$ cat src/rtl/mips_pkg.sv
// Shared MIPS core definitions: branch op encodings and the branch controller state.
package mips_pkg;

  localparam logic [3:0] OP_BEQ  = 4'b0000;
  localparam logic [3:0] OP_BNE  = 4'b0100;
  localparam logic [3:0] OP_BLEZ = 4'b0101;
  localparam logic [3:0] OP_BGTZ = 4'b0110;
  localparam logic [3:0] OP_BLTZ = 4'b0111;
  localparam logic [3:0] OP_BGEZ = 4'b1000;

  typedef enum logic [1:0] {
    ST_IDLE  = 2'd0,
    ST_WAIT  = 2'd1,
    ST_EVAL  = 2'd2,
    ST_REDIR = 2'd3
  } br_state_e;

  // Compare-against-zero branches only read rs, so rt readiness is irrelevant.
  function automatic logic is_single_op(input logic [3:0] op);
    return (op == OP_BLEZ) || (op == OP_BGTZ) || (op == OP_BLTZ) || (op == OP_BGEZ);
  endfunction

endpackage

$ cat src/rtl/br_target_calc.sv
// Branch target adder: pc + 4 + (sign-extended offset << 2), wrapping modulo 2^32.
module br_target_calc (
  input  logic [31:0] pc,
  input  logic [15:0] imm,
  output logic [31:0] target
);

  assign target = pc + 32'd4 + {{14{imm[15]}}, imm, 2'b00};

endmodule

$ cat src/rtl/branch_ctrl.sv
// ID-stage branch sequencer: waits for forwarded operands, drives the external
// comparator, issues a one-cycle redirect with IF flush and keeps branch statistics.
module branch_ctrl
  import mips_pkg::*;
#(
  parameter int CNT_W = 16
) (
  input  logic             clk,
  input  logic             reset,
  input  logic             id_branch,
  input  logic [3:0]       id_op,
  input  logic [31:0]      id_pc,
  input  logic [15:0]      id_imm,
  input  logic             rs_ready,
  input  logic             rt_ready,
  input  logic [31:0]      rs_val,
  input  logic [31:0]      rt_val,
  input  logic             kill,
  input  logic             cmp_br,
  output logic [31:0]      cmp_a,
  output logic [31:0]      cmp_b,
  output logic [3:0]       cmp_op,
  output logic             stall,
  output logic             pc_sel,
  output logic [31:0]      br_target,
  output logic             flush_if,
  output logic [CNT_W-1:0] br_cnt,
  output logic [CNT_W-1:0] taken_cnt
);

  br_state_e   state_q, state_d;
  logic        ops_ready;
  logic        accept;
  logic        resolve;
  logic [31:0] target_calc;

  br_target_calc u_target (
    .pc     (id_pc),
    .imm    (id_imm),
    .target (target_calc)
  );

  assign ops_ready = rs_ready & (rt_ready | is_single_op(id_op));
  assign resolve   = (state_q == ST_EVAL) & ~kill;

  // NOTE: sequential state uses non-blocking assignments so every register
  // samples pre-edge values regardless of block ordering.
  always_ff @(posedge clk or posedge reset) begin
    if (reset) state_q <= ST_IDLE;
    else       state_q <= state_d;
  end

  // NOTE: every combinational output gets a default first so no path infers a latch.
  always_comb begin
    state_d = state_q;
    accept  = 1'b0;
    if (kill) begin
      state_d = ST_IDLE;
    end else begin
      unique case (state_q)
        ST_IDLE: begin
          if (id_branch) begin
            accept  = ops_ready;
            state_d = ops_ready ? ST_EVAL : ST_WAIT;
          end
        end
        ST_WAIT: begin
          // ID is held by stall; if the branch vanishes anyway, abandon it.
          if (!id_branch) begin
            state_d = ST_IDLE;
          end else if (ops_ready) begin
            accept  = 1'b1;
            state_d = ST_EVAL;
          end
        end
        ST_EVAL:  state_d = cmp_br ? ST_REDIR : ST_IDLE;
        ST_REDIR: state_d = ST_IDLE;
        default:  state_d = ST_IDLE;
      endcase
    end
  end

  always_comb begin
    stall = 1'b0;
    unique case (state_q)
      ST_IDLE:  stall = id_branch & ~kill;
      ST_WAIT:  stall = 1'b1;
      ST_EVAL:  stall = 1'b1;
      ST_REDIR: stall = 1'b0;
      default:  stall = 1'b0;
    endcase
  end

  // NOTE: the datapath registers are all reset (no memories here), so a reset
  // mid-branch leaves no pending redirect or stale target behind.
  always_ff @(posedge clk or posedge reset) begin
    if (reset) begin
      cmp_a     <= '0;
      cmp_b     <= '0;
      cmp_op    <= '0;
      br_target <= '0;
      pc_sel    <= 1'b0;
      flush_if  <= 1'b0;
      br_cnt    <= '0;
      taken_cnt <= '0;
    end else begin
      if (accept) begin
        cmp_a     <= rs_val;
        cmp_b     <= rt_val;
        cmp_op    <= id_op;
        br_target <= target_calc;
      end
      pc_sel   <= resolve & cmp_br;
      flush_if <= resolve & cmp_br;
      if (resolve) begin
        if (br_cnt != '1)
          br_cnt <= br_cnt + CNT_W'(1);
        if (cmp_br && taken_cnt != '1)
          taken_cnt <= taken_cnt + CNT_W'(1);
      end
    end
  end

endmodule

$ cat config.mk
export PLATFORM = sky130hd
export DESIGN_NAME = branch_ctrl
export DESIGN_NICKNAME = d
export VERILOG_FILES = /design/src/rtl/mips_pkg.sv /design/src/rtl/br_target_calc.sv /design/src/rtl/branch_ctrl.sv
export SDC_FILE = /design/constraint.sdc
export NUM_CORES = 1
export LEC_CHECK = 0
export ABC_AREA = 1
export CAP_MARGIN = 20
export CORE_MARGIN = 1.5
export CORE_UTILIZATION = 25
export DETAILED_ROUTE_END_ITERATION = 12
export PLACE_DENSITY = 0.49
export SETUP_SLACK_MARGIN = 0.5
export SKIP_CTS_REPAIR_TIMING = 1
export SYNTH_ARGS = -nofsm -noshare
export SYNTH_HDL_FRONTEND = slang
export SYNTH_HIERARCHICAL = 1
export SYNTH_SLANG_ARGS = --single-unit
$ cat constraint.sdc
create_clock -name clk -period 9 [get_ports clk]
set_input_delay 2.25 -clock clk [delete_from_list [all_inputs] [get_ports clk]]
set_output_delay 2.25 -clock clk [all_outputs]
set_load 0.03 [all_outputs]
Word level (Yosys, flattened, before mapping). Cells that the tools add are included.

Logic and storage cells: 51. Output and inout port bits: 135. Input bits: 123. Register bits after elaboration: 135.

Equal/unequal tests: 11. Reduce and logical (&&, ||, !) cells: 9. Multiplexer cells: 13. Add/subtract/negate cells: 4. Bitwise operators: 6.

Operators by type and width (count): 16-bit by 1-bit adder with 16-bit output (second input constant) (2); 32-bit by 3-bit adder with 32-bit output (second input constant) (1); 32-bit adder (1); 16-bit != test (second input constant) (2); 4-bit by 3-bit equality test with 1-bit output (second input constant) (3); 2-bit 2-to-1 mux (6); 2-bit case mux with 4 select lines (1); 2-bit AND reduction (3); 1-bit AND (4); 2-bit equality test (second input constant) (2); 4-bit equality test (second input constant) (1); 1-bit 2-to-1 mux (4); 4-bit != test (second input constant) (1); 1-bit logical OR (3); 3-bit != test (second input constant) (1); 1-bit case mux with 3 select lines (1); 2-bit by 1-bit equality test with 1-bit output (second input constant) (1); 2-bit logical NOT (1); 1-bit case mux with 2 select lines (1); 2-bit OR reduction (1); 1-bit logical AND (1); 1-bit NOT (1); 1-bit OR (1).

Longest topological paths before layout. Gate-level depths: netlist (run 1).

Depth after elaboration: 10. Gate-level depth with buffers: 15. Gate-level depth less buffers: 15.

Cells and area by module. The synthesis (run 1) kept the hierarchy.

By module, submodules not included: branch_ctrl (cells an instance 727, area an instance 6092.1 um2, instances 1); br_target_calc (cells an instance 477, area an instance 2563.7 um2, instances 1).

Worst setup path after synthesis (run 1). OpenSTA, ideal clock, no wires.

Path type: in2out. From: in kill. To: out stall. Cell stages on the path: 3. Arrival: 2.869 ns. Slack: 3.881 ns. Path through: inv_1 > nand2_1 > o22ai_1.

Cells in the longest elaborated chain, start to end: 3.

Ends and longest elaborated chain: start: declaration (RTL line branch_ctrl.sv:18) `input logic kill,`; 1-bit NOT (RTL line branch_ctrl.sv:86) `ST_IDLE: stall = id_branch & ~kill;`; 1-bit AND (RTL line branch_ctrl.sv:86); 1-bit case mux with 3 select lines (RTL line branch_ctrl.sv:85) `unique case (state_q)`; end: declaration (RTL line branch_ctrl.sv:23) `output logic stall,`.

No other way between the ends.

Worst setup path after layout (run 1). Ends and elaborated chain as after synthesis.

==> results of run 1 <==
## kinds of logic after synthesis
family	synth area share [%]
xor gates and xnor gates	4.15
and+or+nand+nor	27.9
adders and majority gates	9.19
AOI/OAI and AO/OA	7.86
DFF	39.0
buffers and inverters	11.9
## registers in the layout, summed over array words and instances (netlist names)
register   cells
cmp_b         32
cmp_op         4
flush_if       1
cmp_a         32
state_q        2
taken_cnt     16
br_target     32
br_cnt        16
## cells in the mapped netlist
library cell / count / share of area [%]
nor2_4: 1 / 0.13
fa_1: 1 / 0.23
o22ai_1: 2 / 0.14
xnor2_1: 17 / 1.7
o21ai_2: 2 / 0.20
a21o_1: 1 / 0.087
ha_1: 62 / 9.0
nand2_4: 2 / 0.26
xor2_1: 24 / 2.4
dfrtp_1: 135 / 39
o21ai_0: 109 / 6.3
buf_2: 11 / 0.64
inv_1: 227 / 9.8
clkbuf_1: 10 / 0.43
nand2_1: 412 / 18
nor3_4: 1 / 0.19
o21bai_1: 1 / 0.087
nand3_2: 9 / 1.0
nor2_2: 8 / 0.58
buf_12: 1 / 0.23
buf_6: 1 / 0.13
nand3_1: 49 / 2.8
a21oi_1: 18 / 1.0
buf_4: 5 / 0.43
nand4_4: 1 / 0.25
nor2_1: 59 / 2.6
inv_4: 1 / 0.072
nand4_1: 11 / 0.80
nand2_2: 14 / 1.0
nor3_1: 6 / 0.35
inv_2: 3 / 0.13
## report_power, final
group / total, W / leakage [nW] / internal [W] / switching (W)
sequential: 0.00101 / 1.72 / 0.000858 / 0.000150
combinational: 0.00167 / 4.34 / 0.000668 / 0.00100
clock: 0.000749 / 0.298 / 0.000455 / 0.000294
## final timing paths
| path | from | to | depth (start not counted) |
|---|---|---|---|
| setup / recovery | kill | stall | 5 |
| hold / removal | cmp_a[29] | cmp_a[29] | 2 |
| setup reg to reg | state_q[0] | cmp_b[21] | 8 |
| hold reg to reg | cmp_a[29] | cmp_a[29] | 2 |
| max in group asynchronous | reset | cmp_a[29] | 3 |
| min in group asynchronous | reset | cmp_b[22] | 2 |
## through the flow
stage | util, % | setup WS, ps | power, W | hold WS (ps)
detailed placement | 34.5 | 3000 | 0.00271 | 472
global route | 36.4 | 2920 | 0.00366 | 503
CTS | 36.4 | 2990 | 0.00348 | 487
global placement | 34.5 | 3040 | 0.00270 | 466
floorplan | - | 3140 | 0.00197 | 474
finish | 36.4 | 2990 | 0.00343 | 481
## worst max-delay path, stage by stage
cell and delay [ps]:
clkdlybuf4s50_1 480, inv_1 100, nand2_1 90, o22ai_1 140
clkdlybuf4s50_1 690
## layer usage
metal  track usage (%)  up-vias  share of wire [%]
met1              18.4     3529                 46
met5                 0        -                  0
li1                  -     4187                  -
met3              2.71       13                4.3
met2              25.1      162                 49
met4              3.75        0                1.3
## placed cells by master, fill, tap and decap left out, drive strengths merged
| master | instances |
|---|---|
| nand2 | 428 |
| bufinv | 3 |
| clkinv | 3 |
| xor2 | 24 |
| nand4 | 12 |
| clkbuf | 19 |
| ha | 62 |
| clkdlybuf4s50 | 257 |
| dfrtp | 135 |
| fa | 1 |
| o22ai | 2 |
| inv | 235 |
| nand3 | 58 |
| a21o | 1 |
| xnor2 | 17 |
| o21bai | 1 |
| clkinvlp | 3 |
| o21ai | 111 |
| nor3 | 7 |
| a21oi | 18 |
| buf | 3 |
| nor2 | 68 |
## cell type report
| cell class | count | area [µm²] | share of cell area [%] |
|---|---|---|---|
| clock buffer | 19 | 453 | 3.68 |
| clock inverter | 13 | 169 | 1.37 |
| inverter | 231 | 875 | 7.11 |
| multi-input combinational | 810 | 4260 | 34.6 |
| sequential | 135 | 3380 | 27.4 |
| tap | 448 | 561 | 4.55 |
| timing repair buffer | 260 | 2620 | 21.2 |
==> summary.txt, run 1 <==
Placement
  – Post-DP Area: approximately 12000 µm²
  – GPL Wtd Cong: approximately 0.86
  – HPWL Detailed: a little under 20000 µm
  – I/O Buffers: between 200 and 300
  – Placed Cells: about 1900

Die
  – Core Rows: 67
  – Num ports: ~260
  – Die Y: 189 µm
  – Initial Utilization: approximately 26%
  – Die width: 189 µm
  – DIE AREA: 35700 µm²
  – Core Box Area: 33800 µm²

Global route
  – Global Route Usage Sum: approximately 14%
  – Initial antenna violation count: 0
  – Largest net degree at the start of global routing: 104
  – First-pass GRT wire length: between 40000 and 50000 µm
  – Vias in the first global route: about 7700
  – Total gr overflow: 0

Logic synthesis
  – Yosys reg bits: roughly 140
  – Warnings from Yosys: 6
  – Cells after synthesis: 1204
  – Synth Cell Area: between 8000 and 9000 µm²
  – Seq/Total Area, Yosys: about two fifths
  – Syn Area/Cell: between 7 and 8 µm²
  – Count of cell types in the netlist: 31
  – Synthesized Nets: ~1400

Route
  – Routed Antenna Nets: 0
  – Total Wirelength: 25100 µm
  – Drt wl/cell: around 13 µm
  – Residual DRC: 0
  – Total number of vias: 7891
  – Iter 0 DRT Violations: ~440
  – Pre-antenna DRT Iters: 5
  – Via density: roughly 4.1

Run
  – Max-cap violation count: 0

Timing
  – Clk_skew: 7.05 ps
  – Final period util: 66.8%
  – Worst-margin pin slew: just over 900 ps
  – Count of final setup violators: 0
  – Setup TNS: 0 ps
  – RSZ-0062 raised after global routing: no
  – Final Max Tran Viols: 0
  – Max transition margin: roughly two fifths
  – Top achievable clock speed: about 0.17 GHz
  – Final Hold Viols: 0
  – Final min period: about 6000 ps

Clocking
  – CTS H-tree lvls: 4
  – Clk Latency, worst-skew pair: around 420 ps
  – Clk buf depth: 2
  – CTS tree: done
  – # clock sinks: around 140
  – CTS Buf Count: 17
  – Clock-pin transition on the worst setup and hold timing paths: 60 ps
  – CTS root buf: clkbuf_16

Setup path
  – R2R setup slack: about 6300 ps
  – CP arrival: 3760 ps
  – Worst setup SP type: input pin
  – Setup crit end kind: output pin
  – Worst endpoint required time: roughly 6800 ps
  – Crit path kind: in -> out
  – Crit path max fanout: 5

Finish
  – Antenna fix cells: 0
  – Proportion of layout cells with a drive suffix above 1: between 5 and 6%
  – Fin nets: 1641
  – FILL cells: around 3500
  – Design area: ~12000 µm²
  – Fin cells: 1916
  – Area grow syn2layout: 42.2%

Status
  – Status: finished clean

Pwr
  – Leakage power: between 6 and 7 nW
  – Maximum VDD drop: roughly 0.00012 V
  – Pwr dens: 278 nW/µm²

Worst hold path
  – Worst min path class: reg -> reg
Power figures use the tool's default switching activity.
==> run 2, diff against run 1 <==
- clock period: 9 -> 6.3 ns (I/O delays scaled with it)
==> run 2 against run 1 <==
Worst setup slack worse by 1300 ps. Critical path depth stayed put. Combinational power is 43% higher. Critical endpoint unchanged. Wire length about the same. Die area unchanged. Via count fell by 0.13%.
==> summary.txt, run 2 (same netlist as run 1, synthesis figures left out) <==
Finish
  – Fin nets: 1642 (was 1641)
  – Area grow syn2layout: 42.1% (was 42.2%)
  – Reg area: 3380 µm² (unchanged)
  – Commonest non-fill, non-tap cells in the layout: nand2_1 (412), clkdlybuf4s50_1 (257), inv_1 (226) (unchanged)
  – Multi-input logic area: 4260 µm² (unchanged)
  – Largest registers: br_target (32), cmp_a (32), cmp_b (32) (unchanged)
  – Most common cell after layout, fill and taps aside: nand2_1 (unchanged)
  – Layout Utilization: 36.4% (about the same)
  – FILL cells: 3597 (was 3544)
  – Proportion of layout cells with a drive suffix above 1: 5.45% (was 5.38%)
  – Antenna fix cells: 0 (unchanged)

Timing
  – Final Max Tran Viols: 0 (unchanged)
  – Count of final setup violators: 0 (unchanged)
  – Final Hold Viols: 0 (unchanged)
  – RSZ-0062 raised after global routing: no (unchanged)
  – Final period util: between 70% and 80%
  – Worst-margin pin slew: 946 ps (was 912 ps)
  – Top achievable clock speed: 0.216 GHz
  – Clk_skew: 12.7 ps (was 7.05 ps)
  – Final min period: roughly 4600 ps
  – Setup TNS: 0 ps (unchanged)
  – Max transition margin: 36.9% (was 39.2%)
  – Worst hold slack: 483 ps (was 481 ps)

Die
  – Die width: 189 µm (unchanged)
  – DIE AREA: 35700 µm² (unchanged)
  – Initial Utilization: 25.6% (unchanged)
  – Core Rows: 67 (unchanged)
  – Num ports: 258 (unchanged)
  – Die Y: 189 µm (unchanged)
  – Core Box Area: 33800 µm² (unchanged)

Pwr
  – Pint: 0.00279 W (was 0.00198 W)
  – Sequential fraction of design power: 29.7% (was 29.4%)
  – Switching power: 0.00208 W (was 0.00145 W)
  – Clock share of power: 21.3% (was 21.8%)
  – Maximum VDD drop: 0.000173 V (was 0.000122 V)
  – Pwr dens: 395 nW/µm² (was 278 nW/µm²)
  – Leakage power: 6.35 nW (was 6.36 nW)
  – Switching Share: 42.7% (was 42.2%)
  – Combinational group share of total power: 49.1% (was 48.7%)

Status
  – Status: finished clean (unchanged)

Placement
  – I/O Buffers: 257 (unchanged)
  – GPL Wtd Cong: 0.846 (was 0.861)
  – HPWL Detailed: 19600 µm (about the same)

Route
  – Total number of vias: 7881 (was 7891)
  – Pre-antenna DRT Iters: 5 (unchanged)
  – Residual DRC: 0 (unchanged)
  – Iter 0 DRT Violations: 325 (was 438)
  – Total Wirelength: 25100 µm (about the same)
  – Via density: 4.11 (was 4.12)
  – Routed Antenna Nets: 0 (unchanged)
  – Drt wl/cell: 13.1 µm (about the same)

Setup path
  – Worst setup SP type: input pin (unchanged)
  – Worst endpoint required time: 4720 ps (was 6750 ps)
  – Crit path max fanout: 5 (unchanged)
  – Setup crit end kind: output pin (unchanged)
  – Crit path kind: in -> out (unchanged)
  – CP arrival: 3060 ps (was 3760 ps)

Global route
  – First-pass GRT wire length: 40300 µm (was 40900 µm)
  – Vias in the first global route: 7672 (was 7749)
  – Largest net degree at the start of global routing: 122 (was 104)
  – Initial antenna violation count: 0 (unchanged)
  – Total gr overflow: 0 (unchanged)
  – Global Route Usage Sum: 14.3% (was 14.5%)

Run
  – Max-cap violation count: 0 (unchanged)

Clocking
  – Clk Latency, worst-skew pair: 430 ps (was 420 ps)
  – Clk buf depth: 2 (unchanged)
  – CTS Buf Count: 17 (unchanged)
  – # clock sinks: 135 (unchanged)
  – CTS root buf: clkbuf_16 (unchanged)
  – CTS tree: done (unchanged)
  – Clock-pin transition on the worst setup and hold timing paths: 60 ps (about the same)
  – CTS H-tree lvls: 4 (unchanged)

Worst hold path
  – Worst min path class: reg -> reg (unchanged)
run 2: cell count changes in the layout (fill, tap and decap cells not counted):
cell / change
clkinv_2: -2
bufinv_16: -1
clkinv_4: +3
buf_4: +1
inv_6: +1
clkbuf_8: -1
run 2: area by class of cell:
| type | count | area share (%) |
|---|---|---|
| Sequential cell | 135 | 27.5 |
| Timing Repair Buffer | 261 | 21.3 |
| Tap cell | 448 | 4.56 |
| Multi-Input combinational cell | 810 | 34.6 |
| Inverter | 231 | 7.11 |
| Clock inverter | 14 | 1.33 |
| Clock buffer | 18 | 3.57 |
run 2: through the flow:
stage	setup slack [ps]	cells	instance area, µm²	total power, W
after floorplan	1110	1204	8660	0.00281
after global placement	1690	1884	11700	0.00386
after detailed placement	1680	1884	11700	0.00387
after CTS	1670	1916	12300	0.00495
after global routing	1580	1917	12300	0.00519
final	1660	1917	12300	0.00486
run 2: worst paths after layout:
check                            from  cells past startpoint        end  slack (ps)
max reg2reg                state_q[0]                      9  cmp_a[26]        3950
max                              kill                      5      stall        1660
max in group asynchronous       reset                      3  cmp_op[3]        3470
min reg2reg                  cmp_a[0]                      2   cmp_a[0]         480
min in group asynchronous       reset                      2  cmp_b[17]        1730
min                          cmp_a[0]                      2   cmp_a[0]         480
run 2: layer usage:
| metal | part of all wire, % | track usage [%] | vias up |
|---|---|---|---|
| met1 | 46 | 18.1 | 3514 |
| li1 | - | - | 4190 |
| met5 | 0 | 0 | - |
| met4 | 1.3 | 3.91 | 0 |
| met3 | 4.4 | 2.85 | 18 |
| met2 | 48 | 24.7 | 159 |
run 2: worst max-delay path, cell delays in order:
cell	delay (ps)
clkdlybuf4s50_1	480
inv_1	100
nand2_1	90
o22ai_1	130
clkdlybuf4s50_1	690
run 2: power by group through the flow:
stage	logic (W)	registers [W]	clock network, W
6_report	0.00238	0.00144	0.00103
5_1_grt	0.00259	0.00149	0.00111
4_1_cts	0.00242	0.00145	0.00108
3_5_place_dp	0.00241	0.00146	0
3_3_place_gp	0.00241	0.00145	0
2_1_floorplan	0.000660	0.00215	0
==> run 3, diff against run 2 <==
- clock period: 6.3 -> 4.37 ns (I/O delays scaled with it)
==> run 3 against run 2 <==
Cell count unchanged. Flip-flop and latch count did not move. First-iteration DRC count rose by 13%. Largest power group unchanged.
==> summary.txt, run 3 (same netlist as run 1, synthesis figures left out) <==
Die
  – Initial Utilization: 25.6% (unchanged)
  – Die Y: 189 µm (unchanged)
  – DIE AREA: 35700 µm² (unchanged)
  – Core Box Area: 33800 µm² (unchanged)
  – Die width: 189 µm (unchanged)
  – Core Rows: 67 (unchanged)
  – Num ports: 258 (unchanged)

Finish
  – Reg area: 3380 µm² (unchanged)
  – Fin nets: 1642 (unchanged)
  – Largest registers: br_target (32), cmp_a (32), cmp_b (32) (unchanged)
  – Commonest non-fill, non-tap cells in the layout: nand2_1 (412), clkdlybuf4s50_1 (257), inv_1 (226) (unchanged)
  – Multi-input logic area: 4260 µm² (unchanged)
  – Most common cell after layout, fill and taps aside: nand2_1 (unchanged)
  – Proportion of layout cells with a drive suffix above 1: 5.24% (was 5.45%)
  – Area grow syn2layout: 41.8% (was 42.1%)
  – Antenna fix cells: 0 (unchanged)
  – FILL cells: 3545 (was 3597)

Timing
  – RSZ-0062 raised after global routing: no (unchanged)
  – Top achievable clock speed: between 0.2 and 0.3 GHz
  – Worst Slack Setup Final: 697 ps (was 1660 ps)
  – Setup TNS: 0 ps (unchanged)
  – Final min period: approximately 3700 ps
  – Final Hold Viols: 0 (unchanged)
  – Final Max Tran Viols: 0 (unchanged)
  – Final period util: around 84%
  – Clk_skew: 11.9 ps (was 12.7 ps)
  – Worst-margin pin slew: 923 ps (was 946 ps)
  – Max transition margin: 38.5% (was 36.9%)
  – Count of final setup violators: 0 (unchanged)

Clocking
  – Clock-pin transition on the worst setup and hold timing paths: 60 ps (about the same)
  – CTS root buf: clkbuf_16 (unchanged)
  – CTS Buf Count: 17 (unchanged)
  – # clock sinks: 135 (unchanged)
  – Clk Latency, worst-skew pair: 440 ps (was 430 ps)
  – Clk buf depth: 2 (unchanged)
  – CTS tree: done (unchanged)
  – CTS H-tree lvls: 4 (unchanged)

Global route
  – Vias in the first global route: 7773 (was 7672)
  – Initial antenna violation count: 1 (was 0)
  – Largest net degree at the start of global routing: 122 (unchanged)
  – First-pass GRT wire length: 40800 µm (was 40300 µm)
  – Total gr overflow: 0 (unchanged)
  – Global Route Usage Sum: 14.7% (was 14.3%)

Route
  – Pre-antenna DRT Iters: 4 (was 5)
  – Via density: 4.10 (was 4.11)
  – Metal2 WL: 12300 µm (was 12200 µm)
  – Iter 0 DRT Violations: 368 (was 325)
  – Total number of vias: 7859 (was 7881)
  – Routed Antenna Nets: 0 (unchanged)
  – Drt wl/cell: 13.2 µm (was 13.1 µm)
  – Residual DRC: 0 (unchanged)
  – WL met1: 11300 µm (was 11500 µm)
  – DR top layer: met5 (was met4)
  – Met3 routed WL: 1220 µm (was 1100 µm)
  – Total Wirelength: 25300 µm (was 25100 µm)

Setup path
  – Setup crit end kind: output pin (unchanged)
  – Crit path kind: in -> out (unchanged)
  – CP arrival: 2580 ps (was 3060 ps)
  – Worst setup SP type: input pin (unchanged)
  – Worst endpoint required time: 3280 ps (was 4720 ps)
  – Crit path max fanout: 5 (unchanged)

Run
  – Max-cap violation count: 0 (unchanged)

Pwr
  – Maximum VDD drop: 0.000263 V (was 0.000173 V)
  – Leakage power: 6.33 nW (was 6.35 nW)
  – Pwr dens: 568 nW/µm² (was 395 nW/µm²)

Placement
  – Placement Setup Slack: 577 ps (was 1680 ps)
  – I/O Buffers: 257 (unchanged)
  – GPL Wtd Cong: 0.871 (was 0.846)
  – HPWL Detailed: 19700 µm (was 19600 µm)

Status
  – Status: finished clean (unchanged)

Worst hold path
  – Worst min path class: reg -> reg (unchanged)
==> run 3: changes by cell type in the layout (fill, tap and decap cells not counted), sizes merged <==
cell,previous run,this run
clkinv,4,5
clkbuf,18,22
inv,236,231
==> run 3: where the power goes <==
part	total, W	internal (W)	switching [W]
clock	0.00146	0.000873	0.000589
sequential	0.00208	0.00177	0.000312
combinational	0.00343	0.00137	0.00206
==> run 3: worst max-delay path, stage by stage <==
cell	delay, ps
clkdlybuf4s50_1	470
inv_1	100
nand2_1	100
o22ai_1	130
clkdlybuf4s50_1	690
==> run 3: area by class of cell <==
type | instances | share of cell area [%]
Multi-Input combinational cell | 810 | 34.7
Sequential cell | 135 | 27.5
Clock inverter | 10 | 0.979
Timing Repair Buffer | 261 | 21.3
Tap cell | 448 | 4.57
Clock buffer | 22 | 3.78
Inverter | 231 | 7.12
==> run 3: final timing paths <==
kind                       slack, ps            end  cells after the start          start
min in group asynchronous       1000      cmp_b[10]                      2          reset
hold / removal                   480  br_target[22]                      2  br_target[22]
hold reg to reg                  480  br_target[22]                      2  br_target[22]
setup / recovery                 700          stall                      5           kill
setup reg to reg                2200      cmp_a[30]                      7     state_q[1]
max in group asynchronous       2360       cmp_b[4]                      3          reset
==> run 3: routing by layer <==
metal	up-vias	global-route usage, %
li1	4196	-
met1	3455	17.6
met2	176	25.3
met3	30	3.71
met4	2	5.13
met5	-	0
==> run 3: metrics by stage <==
| stage | cell area [µm²] | total power, W | cells | hold WS (ps) | utilization [%] |
|---|---|---|---|---|---|
| final | 12300 | 0.00697 | 1917 | 479 | 36.3 |
| after global routing | 12300 | 0.00744 | 1917 | 503 | 36.3 |
| after CTS | 12300 | 0.00711 | 1917 | 488 | 36.3 |
| after detailed placement | 11700 | 0.00558 | 1885 | 473 | 34.6 |
| after global placement | 11700 | 0.00556 | 1885 | 467 | 34.6 |
| after floorplan | 8660 | 0.00405 | 1204 | 474 | - |
